==> config.mk <==
export PLATFORM = sky130hd
export DESIGN_NAME = axi_mm_burst_to_axis
export DESIGN_NICKNAME = d
export VERILOG_FILES = /design/src/rtl/axi_mm_pkg.sv /design/src/rtl/axis_sync_fifo.sv /design/src/rtl/axi_mm_burst_to_axis.sv
export SDC_FILE = /design/constraint.sdc
export NUM_CORES = 2
export LEC_CHECK = 0
export CAP_MARGIN = 5
export CORE_ASPECT_RATIO = 1.2
export CORE_MARGIN = 4
export CORE_UTILIZATION = 37
export DETAILED_ROUTE_END_ITERATION = 10
export PLACE_DENSITY_LB_ADDON = 0.3
export SLEW_MARGIN = 20
export SYNTH_ARGS = -nofsm -noshare
export SYNTH_HDL_FRONTEND = slang
export SYNTH_SLANG_ARGS = --single-unit
==> constraint.sdc <==
create_clock -name ACLK -period 13.44 [get_ports ACLK]
set_input_delay 2.016 -clock ACLK [delete_from_list [all_inputs] [get_ports ACLK]]
set_output_delay 2.016 -clock ACLK [all_outputs]
set_load 0.005 [all_outputs]
==> src/rtl/axi_mm_pkg.sv <==
// Shared AXI memory-mapped definitions for the burst reader: protocol
// encodings, the 4 KB page size and the reader state type.
package axi_mm_pkg;

   localparam logic [1:0]  AXI_BURST_INCR = 2'b01;
   localparam logic [1:0]  AXI_RESP_OKAY  = 2'b00;
   localparam logic [12:0] AXI_4K_BYTES   = 13'h1000;

   typedef enum logic [2:0] {
      ST_IDLE,
      ST_WAIT_SPACE,
      ST_ADDR,
      ST_DATA,
      ST_DRAIN,
      ST_FINISH
   } rd_state_t;

   // AxSIZE encoding for a full-width beat of the given data width
   function automatic logic [2:0] axi_size_enc(input int data_w);
      case (data_w)
         8:       return 3'd0;
         16:      return 3'd1;
         32:      return 3'd2;
         64:      return 3'd3;
         128:     return 3'd4;
         default: return 3'd2;
      endcase
   endfunction

endpackage

==> src/rtl/axis_sync_fifo.sv <==
// Single-clock FIFO with occupancy count. Storage is not reset; only the
// pointers and count are, so a reset flushes the contents.
module axis_sync_fifo #(
   parameter int WIDTH = 33,
   parameter int DEPTH = 32
) (
   input  logic                           clk_i,
   input  logic                           rst_i,
   input  logic                           push_i,
   input  logic [WIDTH-1:0]               din_i,
   input  logic                           pop_i,
   output logic [WIDTH-1:0]               dout_o,
   output logic [$clog2(DEPTH+1)-1:0]     count_o,
   output logic                           empty_o,
   output logic                           full_o
);

   localparam int AW = (DEPTH > 1) ? $clog2(DEPTH) : 1;
   localparam int CW = $clog2(DEPTH+1);

   logic [WIDTH-1:0] mem_q [DEPTH];
   logic [AW-1:0]    wr_ptr_q, wr_ptr_d, rd_ptr_q, rd_ptr_d;
   logic [CW-1:0]    count_q, count_d;
   logic             pop_ok;

   assign pop_ok  = pop_i && !empty_o;
   assign empty_o = (count_q == '0);
   assign full_o  = (count_q == CW'(DEPTH));
   assign dout_o  = mem_q[rd_ptr_q];
   assign count_o = count_q;

   // Pointer wrap and occupancy update; push and pop together leave count unchanged
   always_comb begin
      wr_ptr_d = wr_ptr_q;
      rd_ptr_d = rd_ptr_q;
      if (push_i) wr_ptr_d = (wr_ptr_q == AW'(DEPTH-1)) ? '0 : wr_ptr_q + AW'(1);
      if (pop_ok) rd_ptr_d = (rd_ptr_q == AW'(DEPTH-1)) ? '0 : rd_ptr_q + AW'(1);
      count_d = count_q + CW'(push_i) - CW'(pop_ok);
   end

   // Control state with asynchronous flush
   always_ff @(posedge clk_i or posedge rst_i) begin
      if (rst_i) begin
         wr_ptr_q <= '0;
         rd_ptr_q <= '0;
         count_q  <= '0;
      end else begin
         wr_ptr_q <= wr_ptr_d;
         rd_ptr_q <= rd_ptr_d;
         count_q  <= count_d;
      end
   end

   // Data storage write
   always_ff @(posedge clk_i) begin
      if (push_i) mem_q[wr_ptr_q] <= din_i;
   end

   // Writers only push when space was reserved, so a push into a full FIFO is a bug
   a_no_overflow: assert property (@(posedge clk_i) disable iff (rst_i)
                                   !(push_i && full_o && !pop_i));

endmodule

==> src/rtl/axi_mm_burst_to_axis.sv <==
// AXI4 read master: fetches NUM_BEATS beats from BASE_ADDR with INCR bursts
// that never cross 4 KB, and replays them as an AXI Stream with TLAST on the
// final beat. A burst is only requested once the FIFO can absorb all of it,
// so RREADY stays high for the whole data phase.
module axi_mm_burst_to_axis
   import axi_mm_pkg::*;
#(
   parameter int AXI_DATA_WIDTH = 32,
   parameter int AXI_ADDR_WIDTH = 32,
   parameter int MAX_BURST_LEN  = 16,
   parameter int FIFO_DEPTH     = 32
) (
   input  logic                      ACLK,
   input  logic                      ARESET,
   input  logic [AXI_ADDR_WIDTH-1:0] BASE_ADDR,
   input  logic [31:0]               NUM_BEATS,
   input  logic                      START,
   output logic                      BUSY,
   output logic                      DONE,
   output logic                      ERROR,
   output logic [AXI_ADDR_WIDTH-1:0] m_axi_araddr,
   output logic [7:0]                m_axi_arlen,
   output logic [2:0]                m_axi_arsize,
   output logic [1:0]                m_axi_arburst,
   output logic [2:0]                m_axi_arprot,
   output logic                      m_axi_arvalid,
   input  logic                      m_axi_arready,
   input  logic [AXI_DATA_WIDTH-1:0] m_axi_rdata,
   input  logic [1:0]                m_axi_rresp,
   input  logic                      m_axi_rlast,
   input  logic                      m_axi_rvalid,
   output logic                      m_axi_rready,
   output logic [AXI_DATA_WIDTH-1:0] m_axis_tdata,
   output logic                      m_axis_tlast,
   output logic                      m_axis_tvalid,
   input  logic                      m_axis_tready
);

   localparam int BPB = AXI_DATA_WIDTH / 8;
   localparam int SZ  = $clog2(BPB);
   localparam int CW  = $clog2(FIFO_DEPTH+1);
   localparam logic [2:0] SIZE_ENC = axi_size_enc(AXI_DATA_WIDTH);
   localparam logic [AXI_ADDR_WIDTH-1:0] ADDR_MASK = ~AXI_ADDR_WIDTH'(BPB-1);

   rd_state_t                 state_q, state_d;
   logic [AXI_ADDR_WIDTH-1:0] addr_q, addr_d;
   logic [31:0]               remain_q, remain_d, total_q, total_d, beat_q, beat_d;
   logic [7:0]                arlen_q, arlen_d, bcnt_q, bcnt_d;
   logic                      err_q, err_d;

   logic [CW-1:0]             fifo_count;
   logic                      fifo_empty, fifo_full;
   logic [AXI_DATA_WIDTH:0]   fifo_dout;
   logic [12:0]               to4k_bytes;
   logic [31:0]               to4k_beats, len_c, room_c, len_ar;
   logic                      ar_hs, r_hs, pop, burst_last, beat_tlast, space_ok;

   assign ar_hs      = m_axi_arvalid && m_axi_arready;
   assign r_hs       = m_axi_rvalid && m_axi_rready;
   assign pop        = !fifo_empty && m_axis_tready;
   assign burst_last = (bcnt_q == arlen_q);
   assign beat_tlast = ((beat_q + 32'd1) == total_q);
   assign len_ar     = 32'(arlen_q) + 32'd1;
   assign to4k_bytes = AXI_4K_BYTES - {1'b0, addr_q[11:0]};
   assign to4k_beats = 32'(to4k_bytes) >> SZ;
   assign room_c     = 32'(FIFO_DEPTH) - 32'(fifo_count);
   assign space_ok   = !fifo_full && (room_c >= len_c);

   // Next burst length: limited by max burst, beats left and the 4 KB page end
   always_comb begin
      len_c = remain_q;
      if (len_c > 32'(MAX_BURST_LEN)) len_c = 32'(MAX_BURST_LEN);
      if (len_c > to4k_beats)         len_c = to4k_beats;
   end

   // FSM state register
   always_ff @(posedge ACLK or posedge ARESET) begin
      if (ARESET) state_q <= ST_IDLE;
      else        state_q <= state_d;
   end

   // FSM next-state; burst end follows the beat count, not RLAST
   always_comb begin
      state_d = state_q;
      case (state_q)
         ST_IDLE:       if (START) state_d = (NUM_BEATS == 32'd0) ? ST_FINISH : ST_WAIT_SPACE;
         ST_WAIT_SPACE: if (space_ok) state_d = ST_ADDR;
         ST_ADDR:       if (ar_hs) state_d = ST_DATA;
         ST_DATA:       if (r_hs && burst_last) state_d = (remain_q != 32'd0) ? ST_WAIT_SPACE : ST_DRAIN;
         ST_DRAIN:      if (pop && fifo_dout[AXI_DATA_WIDTH]) state_d = ST_FINISH;
         ST_FINISH:     state_d = ST_IDLE;
         default:       state_d = ST_IDLE;
      endcase
   end

   // FSM outputs decoded from the current state
   always_comb begin
      BUSY          = (state_q != ST_IDLE);
      DONE          = (state_q == ST_FINISH);
      m_axi_arvalid = (state_q == ST_ADDR);
      m_axi_rready  = (state_q == ST_DATA);
   end

   // Transfer bookkeeping: address, counts, burst length and sticky error
   always_comb begin
      addr_d   = addr_q;
      remain_d = remain_q;
      total_d  = total_q;
      beat_d   = beat_q;
      arlen_d  = arlen_q;
      bcnt_d   = bcnt_q;
      err_d    = err_q;
      case (state_q)
         ST_IDLE: if (START) begin
            addr_d   = BASE_ADDR & ADDR_MASK;
            remain_d = NUM_BEATS;
            total_d  = NUM_BEATS;
            beat_d   = 32'd0;
            err_d    = 1'b0;
         end
         ST_WAIT_SPACE: if (space_ok) arlen_d = 8'(len_c - 32'd1);
         ST_ADDR: if (ar_hs) begin
            addr_d   = addr_q + (AXI_ADDR_WIDTH'(len_ar) << SZ);
            remain_d = remain_q - len_ar;
            bcnt_d   = 8'd0;
         end
         ST_DATA: if (r_hs) begin
            bcnt_d = bcnt_q + 8'd1;
            beat_d = beat_q + 32'd1;
            if ((m_axi_rresp != AXI_RESP_OKAY) || (m_axi_rlast != burst_last)) err_d = 1'b1;
         end
         default: ;
      endcase
   end

   // Bookkeeping registers
   always_ff @(posedge ACLK or posedge ARESET) begin
      if (ARESET) begin
         addr_q   <= '0;
         remain_q <= '0;
         total_q  <= '0;
         beat_q   <= '0;
         arlen_q  <= '0;
         bcnt_q   <= '0;
         err_q    <= 1'b0;
      end else begin
         addr_q   <= addr_d;
         remain_q <= remain_d;
         total_q  <= total_d;
         beat_q   <= beat_d;
         arlen_q  <= arlen_d;
         bcnt_q   <= bcnt_d;
         err_q    <= err_d;
      end
   end

   assign ERROR         = err_q;
   assign m_axi_araddr  = addr_q;
   assign m_axi_arlen   = arlen_q;
   assign m_axi_arsize  = SIZE_ENC;
   assign m_axi_arburst = AXI_BURST_INCR;
   assign m_axi_arprot  = 3'b000;

   assign m_axis_tvalid = !fifo_empty;
   assign m_axis_tdata  = fifo_dout[AXI_DATA_WIDTH-1:0];
   assign m_axis_tlast  = fifo_dout[AXI_DATA_WIDTH];

   axis_sync_fifo #(
      .WIDTH(AXI_DATA_WIDTH + 1),
      .DEPTH(FIFO_DEPTH)
   ) u_fifo (
      .clk_i  (ACLK),
      .rst_i  (ARESET),
      .push_i (r_hs),
      .din_i  ({beat_tlast, m_axi_rdata}),
      .pop_i  (pop),
      .dout_o (fifo_dout),
      .count_o(fifo_count),
      .empty_o(fifo_empty),
      .full_o (fifo_full)
   );

endmodule

# Yosys cells after proc, flatten, opt, wreduce, memory -nomap -nowiden
# Memories as Yosys holds them, arrays and structs flattened.
# Index checks and enable logic that the tools add are counted.
[op_classes]
mux = 30
magnitude_cmp = 3
add_sub_neg = 12
n_reduce_logical = 26
eq_ne = 18
[op_table]
columns = ["op", "count"]
rows = [
  ["$mux 32", 8],
  ["$pmux 32 s2", 3],
  ["$add 32x1->32 const B", 1],
  ["$add 32x11->32", 1],
  ["$eq 32x32->1", 1],
  ["$ge 32x32->1", 1],
  ["$gt 32x11->1", 1],
  ["$gt 32x5->1 const B", 1],
  ["$logic_not 32->1", 1],
  ["$reduce_bool 32->1", 1],
  ["$sub 32x9->32", 1],
  ["$mux 3", 7],
  ["$mux 8", 2],
  ["$pmux 8 s2", 1],
  ["$pmux 3 s5", 1],
  ["$sub 13x12->13 const A", 1],
  ["$add 5x1->5 const B", 2],
  ["$eq 5x5->1 const B", 2],
  ["$mux 5", 2],
  ["$add 8x1->9 const B", 1],
  ["$reduce_and 3->1", 3],
  ["$add 8x1->8 const B", 1],
  ["$eq 8x8->1", 1],
  ["$ne 2x1->1 const B", 4],
  ["other kinds (22)", 41],
]
[word_totals]
memories = 1
output_inout_bits = 87
in_bits = 105
elab_cells = 101
regBits = 164
ram_bits = 1056
[memory_table]
columns = ["name", "words", "width", "rd", "rd_ports_with_merged_regs", "write_ports", "line", "text"]
rows = [
  ["u_fifo.mem_q", 32, 33, 1, 0, 1, "axis_sync_fifo.sv:21", "logic [WIDTH-1:0] mem_q [DEPTH];"],
]

# Depth between registers and ports, before layout
[depth]
depth_word = 8
depth_mapped = 24
depth_no_buf = 23

# Hierarchy
# Synthesis repeated with hierarchy kept, for this count alone.
[unflattened]
hier_cells = 3201
area_unflattened_um2 = 51978.6
[by_module_without_submodules]
columns = ["mod", "n_inst", "area_per_inst_um2", "cells_per_inst", "seq_area_each_um2"]
rows = [
  ["axis_sync_fifo", 1, 41058.1, 1874, 32110.8],
  ["axi_mm_burst_to_axis", 1, 10920.5, 1327, 3653.5],
]

# Worst setup path before layout
# OpenSTA, ideal clock, no wires.
[synth_path]
kind = "register to register"
from = "register remain_q[20]"
to = "register arlen_q[2], in the netlist m_axi_arlen[2]"
slack_ns = 7.553
arrival_ns = 5.762
n_path_buf = 2
setup_ns = 0.125
required_time_ns = 13.315
period_less_slack_ns = 5.887
stages_incl_launch_ff = 25
cell_sequence = "dfrtp_1 nor4_2 nand4b_1 or4_1 clkbuf_1 inv_1 and2_1 ha_1 nor2b_1 o211ai_1 a21oi_1 o21ai_1 clkbuf_1 nor2_1 a31oi_1 inv_1 ha_1 nand2b_1 a21oi_1 nor2b_1 or4b_1 a2111oi_2 nor3_2 nor4_4 mux2_2"
[synth_between]
elab_chain_cells = 7
elab_cells_between_ends = 8
classes_between = "add/sub (1); order compare (3); mux (2); reduce/logical (2)"
[synth_lines]
columns = ["item", "line", "text"]
rows = [
  ["start, declared", "axi_mm_burst_to_axis.sv:47", "logic [31:0] remain_q, remain_d, total_q, total_d, beat_q, beat_d;"],
  ["start signal, assigned", "axi_mm_burst_to_axis.sv:148", "remain_q <= remain_d;"],
  ["$gt 32x5->1", "axi_mm_burst_to_axis.sv:72", "if (len_c > 32'(MAX_BURST_LEN)) len_c = 32'(MAX_BURST_LEN);"],
  ["$mux 32 *", "axi_mm_burst_to_axis.sv:72", ""],
  ["$gt 32x11->1", "axi_mm_burst_to_axis.sv:73", "if (len_c > to4k_beats) len_c = to4k_beats;"],
  ["$mux 32 *", "axi_mm_burst_to_axis.sv:73", ""],
  ["$ge 32x32->1", "axi_mm_burst_to_axis.sv:67", "assign space_ok = !fifo_full && (room_c >= len_c);"],
  ["$logic_and 1x1->1", "axi_mm_burst_to_axis.sv:67", ""],
  ["$reduce_and 2->1 (no source line)", "--", ""],
  ["end signal, assigned", "axi_mm_burst_to_axis.sv:151", "arlen_q <= arlen_d;"],
  ["end, declared", "axi_mm_burst_to_axis.sv:48", "logic [7:0] arlen_q, arlen_d, bcnt_q, bcnt_d;"],
]
# Mark *: on every way between the ends. The rest lies on a longest branch, timed or not.
# A chain may end at the register's enable or synchronous reset.

# Final worst setup path
[layout_path]
from = "register u_fifo.rd_ptr_q[0]"
to = "output port m_axis_tlast"
[layout_between]
elab_chain_cells = 1
[layout_lines]
columns = ["item", "line", "text"]
rows = [
  ["start, declared", "axis_sync_fifo.sv:22", "logic [AW-1:0] wr_ptr_q, wr_ptr_d, rd_ptr_q, rd_ptr_d;"],
  ["start signal, assigned", "axis_sync_fifo.sv:49", "rd_ptr_q <= rd_ptr_d;"],
  ["$mem_v2 32x33", "--", ""],
  ["end, declared", "axi_mm_burst_to_axis.sv:34", "output logic m_axis_tlast,"],
]
# No other way between the ends.

==> key figures <==
Timing
  • Final Hold Fails: 0
  • TNS Setup: 0 ps
  • Max-slew headroom: 0.231
  • Min cycle time layout: around 6600 ps
  • Final worst-path cycle share: 0.493
  • Clock Skew: between 50 and 60 ps
  • RSZ-0062 raised after global routing: false
  • Max-slew violations: 0
  • Max frequency: approximately 150 MHz
  • Endpoints failing setup: 0
  • Worst-Margin Slew: roughly 1100 ps

Worst hold path
  • HP Class: register to register

Critical path
  • Crit path DAT: approximately 4600 ps
  • Max FO, Critical Path: 42
  • Worst Setup End Kind: output port
  • Startpoint Class: register
  • Worst EP required: between 10000 and 15000 ps
  • Worst Setup Path Type: register to output port

Finish
  • Commonest non-fill, non-tap cell in the layout: edfxtp_1
  • Most frequent cells in the layout: edfxtp_1 (1056), mux4_2 (330), nand2_1 (218)
  • Share of layout cells above drive strength 1: 0.208
  • Area grow syn2layout: 16.2%
  • Fin util: 0.435
  • Nets: between 3k and 4k

Detailed routing
  • Routed WL: 130000 um
  • Post-DRT Antenna Nets: 0
  • Vias: 27.9k
  • # DRC: 0
  • Drt via density: ~5.5
  • 1st-iter DRT viols: 2145
  • Drt first pass iters: 5
  • Routed len/inst: 25.5 um

Yosys
  • Mapped Area: approximately 52000 um^2
  • Cell count after synthesis: 2950
  • Avg Inst Size Synth: around 17 um^2
  • Sequential element share of the synthesized area: 0.693
  • FFs w/ async S/R, synth: 0.133
  • Main synth FF type: edfxtp_1
  • Synth unique cells: 74
  • Flops & latches, synth: 1218
  • Yosys warning total: 0
  • EDFF count, synth: 1056
  • Yosys top cell by area: edfxtp_1
  • Post-synth top area share: 0.614
  • Top post-synthesis cells by area: edfxtp_1 (61%), mux4_2 (14%), dfrtp_1 (7.9%)

Die
  • Cell Rows: between 100 and 150
  • Core region area: ~140000 um^2
  • IO Count: about 190
  • Die boundary height: around 420 um
  • Die W: between 300 and 400 um
  • Overall die area: 146000 um^2
  • Initial Util: 0.374

Global routing
  • Tot GR Track Use: 0.177
  • Grt ovf: 0
  • First-pass GRT wire length: around 190000 um
  • Largest net degree at the start of global routing: about 150
  • Number of global-route vias before repair: approximately 28k
  • Initial antenna violation count: 10

Clock tree
  • Register clock-pin slew on the reported worst setup and hold paths: about 70 ps
  • Worst-Skew Late Latency: roughly 750 ps
  • Post-CTS setup buffers: 0
  • CTS resizes: 0
  • # H-tree levels: 3
  • Longest Clk Path Bufs: 3
  • CTS Hold Bufs: 0
  • Root buffer cell: clkbuf_16
  • Clock sink count: between 1k and 1.5k
  • CTS tree: done
  • TritonCTS buffer count: 120

Run
  • Maxcap violations: 0

Power and ir drop
  • Pleak: approximately 20 nW
  • Pwr Density: between 150 and 200 nW/um^2
  • Max VDD drop: about 0.18 mV

Placement
  • HPWL Detailed: ~76000 um
  • Final GP Congestion: slightly below 0.9
  • # port buffers: 179

Status
  • Status: finished, final reports clean
==> cells in the mapped netlist, types with 8 or more instances <==
| master | number |
|---|---|
| nand2_1 | 220 |
| nor4_1 | 22 |
| nor3_1 | 29 |
| xor2_1 | 40 |
| o21ai_0 | 95 |
| nor2_1 | 150 |
| nand3_1 | 51 |
| and4_1 | 11 |
| o22ai_1 | 19 |
| and3_1 | 16 |
| mux2_2 | 44 |
| buf_4 | 10 |
| xnor2_1 | 71 |
| clkbuf_1 | 96 |
| o21a_1 | 8 |
| a31oi_1 | 17 |
| dfrtp_1 | 162 |
| nand4_1 | 30 |
| edfxtp_1 | 1056 |
| inv_1 | 54 |
| a21o_1 | 19 |
| mux4_2 | 330 |
| buf_1 | 48 |
| o31ai_1 | 19 |
| and2_1 | 14 |
| or3_1 | 10 |
| ha_1 | 85 |
| a21oi_1 | 96 |
==> stage by stage <==
step / setup slack (ps) / cell area [um^2] / total power (W) / hold WS [ps] / instances
finish: 6820 / 60000 / 0.0118 / 501 / 5103
global route: 6420 / 60000 / 0.0124 / 527 / 5100
CTS: 6640 / 59900 / 0.0119 / 503 / 5098
detailed placement: 6850 / 55900 / 0.00847 / 485 / 4874
global placement: 6830 / 55900 / 0.00846 / 472 / 4874
floorplan: 7050 / 51800 / 0.00712 / 458 / 2985
==> worst max-delay path: stages (launching register included) <==
cell	delay, ps
dfrtp_4	1020
buf_4	810
mux4_2	600
mux4_2	520
mux2_2	390
clkdlybuf4s50_1	480
==> path summary, 6_finish.rpt <==
kind	startpoint	endpoint	slack, ps	cells after the start
hold / removal	ERROR	ERROR	500	2
hold reg to reg	ERROR	ERROR	500	2
setup / recovery	u_fifo.rd_ptr_q[0]	m_axis_tlast	6820	5
setup reg to reg	remain_q[20]	m_axi_arlen[4]	6860	20
max in group asynchronous	ARESET	u_fifo.rd_ptr_q[2]	10120	3
min in group asynchronous	ARESET	remain_q[28]	1830	2
==> per-layer routing <==
metal / global-route usage / share of wire
met5: 0 / 0.00017
met4: 0.0584 / 0.028
met3: 0.0282 / 0.056
met2: 0.306 / 0.51
met1: 0.229 / 0.41
==> cell type report <==
type	count	area (um^2)
clock buffers	140	3140
flip-flops and latches	1218	35800
diodes	3	7.51
well taps	1812	2270
clock inverters	84	898
multi-input cells	1555	15400
inverters	55	214
repair buffers	236	2240
fillers	12000	78000
==> flip-flops by register name, summed over array words and instances (netlist names) <==
signal	count
u_fifo.rd_ptr_q	5
m_axi_arlen	8
u_fifo.count_o	6
ERROR	1
u_fifo.mem_q	1056
remain_q	32
total_q	32
beat_q	32
u_fifo.wr_ptr_q	5
m_axi_araddr	30
state_q	3
bcnt_q	8
==> cell families after synthesis <==
family	Yosys count	share of synthesized area
other	2	0.000145
DFF	1218	0.693
muxes	377	0.154
adders and majority gates	88	0.0218
AOI/OAI and AO/OA	336	0.0401
and+or+nand+nor	606	0.0559
xor gates and xnor gates	111	0.0188
buffers and inverters	212	0.0162
==> report_power, final <==
group,internal [W],switching [W],leakage [nW],total [W]
clock,0.00197,0.00148,1.97,0.00344
combinational,0.00180,0.00181,6.50,0.00361
sequential,0.00436,0.000392,11.5,0.00475
total,0.00813,0.00367,20.0,0.0118
(Power assumes the default switching activity.)
